--- src/rtl/ifft_serial_if.sv ---
// Valid/ready bin input and time-sample output bundle for the serial 8-point IFFT.
interface ifft_serial_if #(
  parameter int DW = 16
);
  logic                 in_valid;
  logic                 in_ready;
  logic signed [DW-1:0] in_r;
  logic signed [DW-1:0] in_i;
  logic                 out_valid;
  logic                 out_ready;
  logic signed [DW-1:0] out_r;
  logic signed [DW-1:0] out_i;
  logic                 out_last;
  logic                 busy;

  modport master (
    output in_valid, in_r, in_i, out_ready,
    input  in_ready, out_valid, out_r, out_i, out_last, busy
  );

  modport slave (
    input  in_valid, in_r, in_i, out_ready,
    output in_ready, out_valid, out_r, out_i, out_last, busy
  );
endinterface

--- src/rtl/ifft_serial.sv ---
// Streaming radix-2 DIT inverse FFT: load bins bit-reversed, one in-place
// butterfly per cycle with conjugate twiddles and per-stage halving, unload in natural order.
module ifft_serial #(
  parameter int N    = 8,
  parameter int DW   = 16,
  parameter int FRAC = 14
) (
  input  logic         clk,
  input  logic         rst,
  ifft_serial_if.slave io
);
  localparam int STAGES = $clog2(N);
  localparam int AW     = STAGES;
  localparam int BW     = (STAGES > 1) ? STAGES - 1 : 1;
  localparam int SW     = (STAGES > 1) ? $clog2(STAGES) : 1;
  localparam int PW     = DW + FRAC + 1;
  localparam int TW     = FRAC + 2;

  localparam logic signed [TW-1:0] ONE = TW'(1 << FRAC);
  localparam logic signed [TW-1:0] C45 = TW'(((longint'(46341) << FRAC) + 32768) >> 16);
  localparam logic signed [PW-1:0] RND = PW'(1 << (FRAC - 1));

  typedef enum logic [1:0] {LOAD, COMPUTE, UNLOAD} state_t;

  state_t state, state_nxt;

  logic [AW-1:0] k_cnt;
  logic [AW-1:0] n_cnt;
  logic [SW-1:0] stg;
  logic [BW-1:0] bfly;

  logic                 in_ready_q;
  logic                 out_valid_q;
  logic                 out_last_q;
  logic signed [DW-1:0] out_r_q;
  logic signed [DW-1:0] out_i_q;

  logic signed [DW-1:0] mem_r [N];
  logic signed [DW-1:0] mem_i [N];

  function automatic logic [AW-1:0] bitrev(input logic [AW-1:0] v);
    logic [AW-1:0] r;
    for (int b = 0; b < AW; b++) r[b] = v[AW-1-b];
    return r;
  endfunction

  // Table holds the N = 8 twiddles exp(+j*2*pi*m/8), m = 0..3.
  function automatic logic signed [TW-1:0] tw_cos(input logic [BW-1:0] m);
    case (m)
      BW'(0):  return ONE;
      BW'(1):  return C45;
      BW'(2):  return '0;
      default: return -C45;
    endcase
  endfunction

  function automatic logic signed [TW-1:0] tw_sin(input logic [BW-1:0] m);
    case (m)
      BW'(0):  return '0;
      BW'(1):  return C45;
      BW'(2):  return ONE;
      default: return C45;
    endcase
  endfunction

  function automatic logic signed [DW:0] round_tw(input logic signed [PW-1:0] p);
    logic signed [PW-1:0] q;
    q = (p + RND) >>> FRAC;
    return q[DW:0];
  endfunction

  function automatic logic signed [DW-1:0] half_trunc(input logic signed [DW+1:0] v);
    logic signed [DW+1:0] h;
    h = v >>> 1;
    return h[DW-1:0];
  endfunction

  logic in_fire, out_fire, last_bf, load_out;

  assign in_fire  = io.in_valid && in_ready_q;
  assign out_fire = out_valid_q && io.out_ready;
  assign last_bf  = (stg == SW'(STAGES - 1)) && (bfly == BW'(N / 2 - 1));
  assign load_out = (state == UNLOAD) && (!out_valid_q || (io.out_ready && !out_last_q));

  // p0: address generation, twiddle lookup and butterfly, written back on the same edge
  logic                 bf_vld_p0;
  logic [AW-1:0]        hmask_p0, pos_p0, a_idx_p0, b_idx_p0;
  logic [BW-1:0]        tw_m_p0;
  logic signed [TW-1:0] w_r_p0, w_i_p0;
  logic signed [PW-1:0] tr_full_p0, ti_full_p0;
  logic signed [DW:0]   t_r_p0, t_i_p0;
  logic signed [DW-1:0] ya_r_p0, ya_i_p0, yb_r_p0, yb_i_p0;

  assign bf_vld_p0 = (state == COMPUTE);

  always_comb begin
    hmask_p0   = AW'((1 << stg) - 1);
    pos_p0     = AW'(bfly) & hmask_p0;
    a_idx_p0   = ((AW'(bfly) & ~hmask_p0) << 1) | pos_p0;
    b_idx_p0   = a_idx_p0 | AW'(1 << stg);
    tw_m_p0    = BW'(pos_p0 << (STAGES - 1 - int'(stg)));
    w_r_p0     = tw_cos(tw_m_p0);
    w_i_p0     = tw_sin(tw_m_p0);
    tr_full_p0 = PW'(mem_r[b_idx_p0]) * PW'(w_r_p0) - PW'(mem_i[b_idx_p0]) * PW'(w_i_p0);
    ti_full_p0 = PW'(mem_r[b_idx_p0]) * PW'(w_i_p0) + PW'(mem_i[b_idx_p0]) * PW'(w_r_p0);
    t_r_p0     = round_tw(tr_full_p0);
    t_i_p0     = round_tw(ti_full_p0);
    ya_r_p0    = half_trunc((DW+2)'(mem_r[a_idx_p0]) + (DW+2)'(t_r_p0));
    ya_i_p0    = half_trunc((DW+2)'(mem_i[a_idx_p0]) + (DW+2)'(t_i_p0));
    yb_r_p0    = half_trunc((DW+2)'(mem_r[a_idx_p0]) - (DW+2)'(t_r_p0));
    yb_i_p0    = half_trunc((DW+2)'(mem_i[a_idx_p0]) - (DW+2)'(t_i_p0));
  end

  always_comb begin
    state_nxt = state;
    unique case (state)
      LOAD:    if (in_fire && (k_cnt == AW'(N - 1))) state_nxt = COMPUTE;
      COMPUTE: if (last_bf) state_nxt = UNLOAD;
      UNLOAD:  if (out_fire && out_last_q) state_nxt = LOAD;
      default: state_nxt = LOAD;
    endcase
  end

  always_ff @(posedge clk or posedge rst) begin
    if (rst) state <= LOAD;
    else     state <= state_nxt;
  end

  always_ff @(posedge clk or posedge rst) begin
    if (rst) begin
      k_cnt       <= '0;
      n_cnt       <= '0;
      stg         <= '0;
      bfly        <= '0;
      in_ready_q  <= 1'b0;
      out_valid_q <= 1'b0;
      out_last_q  <= 1'b0;
      out_r_q     <= '0;
      out_i_q     <= '0;
    end else begin
      in_ready_q <= (state_nxt == LOAD);
      if (in_fire) k_cnt <= k_cnt + 1'b1;
      if (bf_vld_p0) begin
        bfly <= bfly + 1'b1;
        if (bfly == BW'(N / 2 - 1)) stg <= last_bf ? '0 : stg + 1'b1;
      end
      // p1: output register holds its sample until the downstream takes it
      if (load_out) begin
        out_valid_q <= 1'b1;
        out_r_q     <= mem_r[n_cnt];
        out_i_q     <= mem_i[n_cnt];
        out_last_q  <= (n_cnt == AW'(N - 1));
        n_cnt       <= n_cnt + 1'b1;
      end else if (out_fire && out_last_q) begin
        out_valid_q <= 1'b0;
        out_last_q  <= 1'b0;
      end
    end
  end

  always_ff @(posedge clk) begin
    if (in_fire) begin
      mem_r[bitrev(k_cnt)] <= io.in_r;
      mem_i[bitrev(k_cnt)] <= io.in_i;
    end else if (bf_vld_p0) begin
      mem_r[a_idx_p0] <= ya_r_p0;
      mem_i[a_idx_p0] <= ya_i_p0;
      mem_r[b_idx_p0] <= yb_r_p0;
      mem_i[b_idx_p0] <= yb_i_p0;
    end
  end

  assign io.in_ready  = in_ready_q;
  assign io.out_valid = out_valid_q;
  assign io.out_last  = out_last_q;
  assign io.out_r     = out_r_q;
  assign io.out_i     = out_i_q;
  assign io.busy      = (state != LOAD);
endmodule
--- src/flat_wrapper.sv ---
// flat-port wrapper written by rule: the top's interface ports become plain ports
module ifft_serial_flat 
#(
  parameter int N    = 8,
  parameter int DW   = 16,
  parameter int FRAC = 14
)
  (clk, rst, io_in_valid, io_in_r, io_in_i, io_out_ready, io_in_ready, io_out_valid, io_out_r, io_out_i, io_out_last, io_busy);
  ifft_serial_if #(.DW(DW)) io_i ();
  input  logic clk;
  input  logic rst;
  input wire logic [$bits(io_i.in_valid)-1:0] io_in_valid;
  input wire logic [$bits(io_i.in_r)-1:0] io_in_r;
  input wire logic [$bits(io_i.in_i)-1:0] io_in_i;
  input wire logic [$bits(io_i.out_ready)-1:0] io_out_ready;
  output wire logic [$bits(io_i.in_ready)-1:0] io_in_ready;
  output wire logic [$bits(io_i.out_valid)-1:0] io_out_valid;
  output wire logic [$bits(io_i.out_r)-1:0] io_out_r;
  output wire logic [$bits(io_i.out_i)-1:0] io_out_i;
  output wire logic [$bits(io_i.out_last)-1:0] io_out_last;
  output wire logic [$bits(io_i.busy)-1:0] io_busy;
  assign io_i.in_valid = io_in_valid;
  assign io_i.in_r = io_in_r;
  assign io_i.in_i = io_in_i;
  assign io_i.out_ready = io_out_ready;
  assign io_in_ready = io_i.in_ready;
  assign io_out_valid = io_i.out_valid;
  assign io_out_r = io_i.out_r;
  assign io_out_i = io_i.out_i;
  assign io_out_last = io_i.out_last;
  assign io_busy = io_i.busy;
  ifft_serial #(.N(N), .DW(DW), .FRAC(FRAC)) u_core (.clk(clk), .rst(rst), .io(io_i));
endmodule
--- config.mk ---
export PLATFORM = sky130hd
export DESIGN_NAME = ifft_serial_flat
export DESIGN_NICKNAME = d
export VERILOG_FILES = /design/src/rtl/ifft_serial_if.sv /design/src/rtl/ifft_serial.sv /design/src/flat_wrapper.sv
export SDC_FILE = /design/constraint.sdc
export NUM_CORES = 2
export LEC_CHECK = 0
export CAP_MARGIN = 20
export CORE_MARGIN = 2
export CORE_UTILIZATION = 50
export CTS_BUF_LIST = sky130_fd_sc_hd__clkbuf_8
export DETAILED_ROUTE_END_ITERATION = 10
export DONT_BUFFER_PORTS = 1
export PLACE_DENSITY = 0.71
export REMOVE_ABC_BUFFERS = 1
export SYNTH_ARGS = -nofsm -noshare
export SYNTH_HDL_FRONTEND = slang
export SYNTH_SLANG_ARGS = --single-unit
--- constraint.sdc ---
create_clock -name clk -period 11.4 [get_ports clk]
set_input_delay 2.28 -clock clk [delete_from_list [all_inputs] [get_ports clk]]
set_output_delay 2.28 -clock clk [all_outputs]
set_load 0.01 [all_outputs]
==> summary.md <==
| Metric | Value |
|---|---|
| Status | completed |
| Fill count | between 7,000 and 8,000 |
| CTS H-Tree Depth | 2 |
| Global-route wire length before repair | between 200 and 250 mm |
| Critical Path AT | approximately 12 ns |
| Gr usage total | 31.64% |
| Crit path from | u_core.stg[0]$_DFFE_PP0P_ |
| Most used DFF post-synth | edfxtp_1 |
| DR WL/cell | 23.31 um |
| Initial Util | 50.36% |
| Worst Skew | roughly 0.038 ns |
| Die area | between 90,000 and 100,000 um^2 |
| Remaining DRCs | 0 |
| Register area share after synthesis | 18.55% |
| Final Hold Fails | 0 |
| Clk_lat worst skew | 0.61 ns |
| Hold WC Path Type | reg -> reg |
| Startpoint Class | flop |
| Clock sinks | 303 |
| GPL Wtd Cong | between 0.9 and 1 |
| Layout cells sized above 1 | 19.01% |
| Yosys reg bits | a little over 300 |
| Crit Path Class | reg -> reg |
| MaxCap Viol Count | 0 |
| CP endpoint kind | flop |
| CTS Buffer Depth | 3 |
| Async SR Flop Fraction | 15.51% |
| Clk pin slew, worst setup/hold paths | 0.08 ns |
| Final setup viols | 0 |
| R2r startpoint | u_core.stg[0]$_DFFE_PP0P_ |
| Number of global-route vias before repair | 40,020 |
| Dpl hpwl | 121.5 mm |
| CP max stage cell | fa_1 |
| Synth unique cells | 88 |
| Vias per cell | 5.778 |
| Die height | 313.1 um |
| Final worst path period share | 99.26% |
| Number of port buffers | 0 |
| Die Width | 313.1 um |
| Max Fclk | 88.38 MHz |
| Slew Viols, Final | 0 |
| Syn Inst Count | 5,006 |
| EDFF count, synth | 256 |
| Core box area | 94,870 um^2 |
| Ranking of synthesized cells by area | fa_1 (29%), edfxtp_1 (16%), ha_1 (13%), inv_1 (8.4%), mux4_2 (3.7%) |
| Reg2Reg Setup Slack | roughly 0.085 ns |
| Area delta synth->final | 16.99% |
| Post-route setup TNS | 0 ns |
| Initial DRC Count | approximately 4,300 |
| Post-synth top area share | 29.08% |
| TritonCTS Buffers | 43 |
| WP data required | 11.85 ns |
| Crit path largest cell delay | 0.56 ns |
| Final ANT Viol Nets | 0 |
| Overflow after GRT | 0 |
| Ys Warns | 0 |
| Drt total wl | 157.2 mm |
| Routed via count | 38,980 |
| Initial antenna violation count | 5 |
| CP Max Fanout | 7 |
| Pin count of the biggest net entering global routing | 59 |
| Root Buffer | clkbuf_8 |
| Slew headroom | 14.76% |
| Hold path start | u_core.k_cnt[1]$_DFFE_PP0P_ |
| Mean Syn Cell Area | 9.544 um^2 |
| Placement row count | 113 |
| Worst-Margin Slew | approximately 1.3 ns |
| First-pass DRT Iterations | 7 |
| CTS tree | built |
| Dominant cell type by area after synthesis | fa_1 |
| Tmin final | around 11 ns |
| Fin nets | 6,659 |
| RSZ-0062 raised after global routing | true |
| Most frequent CP cell | fa_1 |
| Top-level port count | 72 |
| Mapped Area | 47,780 um^2 |
## worst paths after layout
| path | end | cells past startpoint |
|---|---|---|
| max | u_core.mem_i[7][14]$_DFFE_PP_ | 46 |
| max reg2reg | u_core.mem_i[7][14]$_DFFE_PP_ | 46 |
| min reg2reg | u_core.k_cnt[1]$_DFFE_PP0P_ | 2 |
| min in group asynchronous | u_core.io.out_i[2]$_DFFE_PP0P_ | 2 |
| max in group asynchronous | u_core.n_cnt[0]$_DFFE_PP0P_ | 2 |
| min | u_core.k_cnt[1]$_DFFE_PP0P_ | 2 |
## worst max-delay path, delay by kind of cell, from the launching register on
| family | cells | cell delay [ns] |
|---|---|---|
| simple gates | 7 | 1.25 |
| xor+xnor | 2 | 0.40 |
| compound gates | 14 | 3.09 |
| buf+inv | 12 | 1.24 |
| flops | 1 | 0.48 |
| fa+ha+maj | 11 | 4.68 |
## cells in the final DEF, fill, tap and decap left out, types with 26 or more instances in the layout
master / count
fa_1: 686
clkbuf_8: 48
o221ai_1: 26
mux2i_1: 117
buf_12: 27
nor3_1: 44
nor2_1: 412
xor2_1: 39
dfrtp_1: 42
inv_1: 1051
xnor2_1: 115
buf_4: 534
nand3_1: 121
a21o_1: 27
nand2b_1: 32
edfxtp_1: 256
a21oi_1: 261
ha_1: 459
nand2_1: 387
o22ai_1: 40
inv_2: 27
o21ai_0: 93
mux4_2: 79
## state kept, by name (all words and copies together) (netlist names), 2 cells and up
signal,cells
u_core.mem_i,128
u_core.mem_r,128
u_core.io.out_i,16
u_core.io.out_r,16
u_core.k_cnt,3
u_core.n_cnt,3
u_core.bfly,2
u_core.state,2
u_core.stg,2
## area by class of cell
class                   count  area (um^2)  share of cell area (%)
well taps                1265         1583                   2.832
flip-flops and latches    303         8872                   15.87
clock buffers              48        660.6                   1.182
diodes                      4        10.01                 0.01791
multi-input cells        3432        35540                   63.58
clock inverters            29        188.9                  0.3380
inverters                1071         4029                   7.208
repair buffers            594         5011                   8.966
## metal layers
metal	global-route usage [%]	share of wire, %	wire (um)
met1	40.83	37	58440
met2	51.43	47	73180
met4	17.43	6.7	10580
met3	4.751	9.6	15020
met5	0	0.0083	13
## synth_stat cells, drive strengths merged (36+ instances only)
cell    instances
xnor2         127
dfrtp          47
edfxtp        256
xor2           47
o22ai          49
nor2          424
nand2b         36
a21oi         288
mux4           79
ha            484
inv          1067
nand3         128
clkbuf        148
nand2         408
nor3           57
fa            694
mux2i         121
buf            52
o221ai         37
o21ai         124
## metrics by stage
step	worst slack (ns)	instance area, um^2	hold WS, ns	std cells	util, %
final	0.08469	55890	0.5471	6746	58.91
after floorplan	-3.361	46970	0.4717	4806	-
after global routing	-0.2408	55890	0.5691	6745	58.91
after detailed placement	-0.8266	53140	0.5232	6606	56.02
after global placement	-0.7023	53110	0.5008	6604	55.98
after CTS	0.01119	54130	0.5399	6688	57.06
## logic make-up after synthesis
group           share of synthesized area (%)
fa+ha+maj                               41.80
flops                                   18.55
mux                                     6.419
buf+inv                                 10.10
compound gates                          9.339
simple gates                            10.50
xor+xnor                                3.284
## timing repair
action / in CTS / in global routing
hold buffers: 0 / 0
pin swaps: 7 / 119
gates cloned: 0 / 6
resized for setup: 24 / 259
setup endpoints to repair: 104 / 155
buffers inserted: 5 / 49
Power is left out: the tool's default activity adds up to more than one toggle a clock period on the data nets, which glitch-free logic cannot reach.
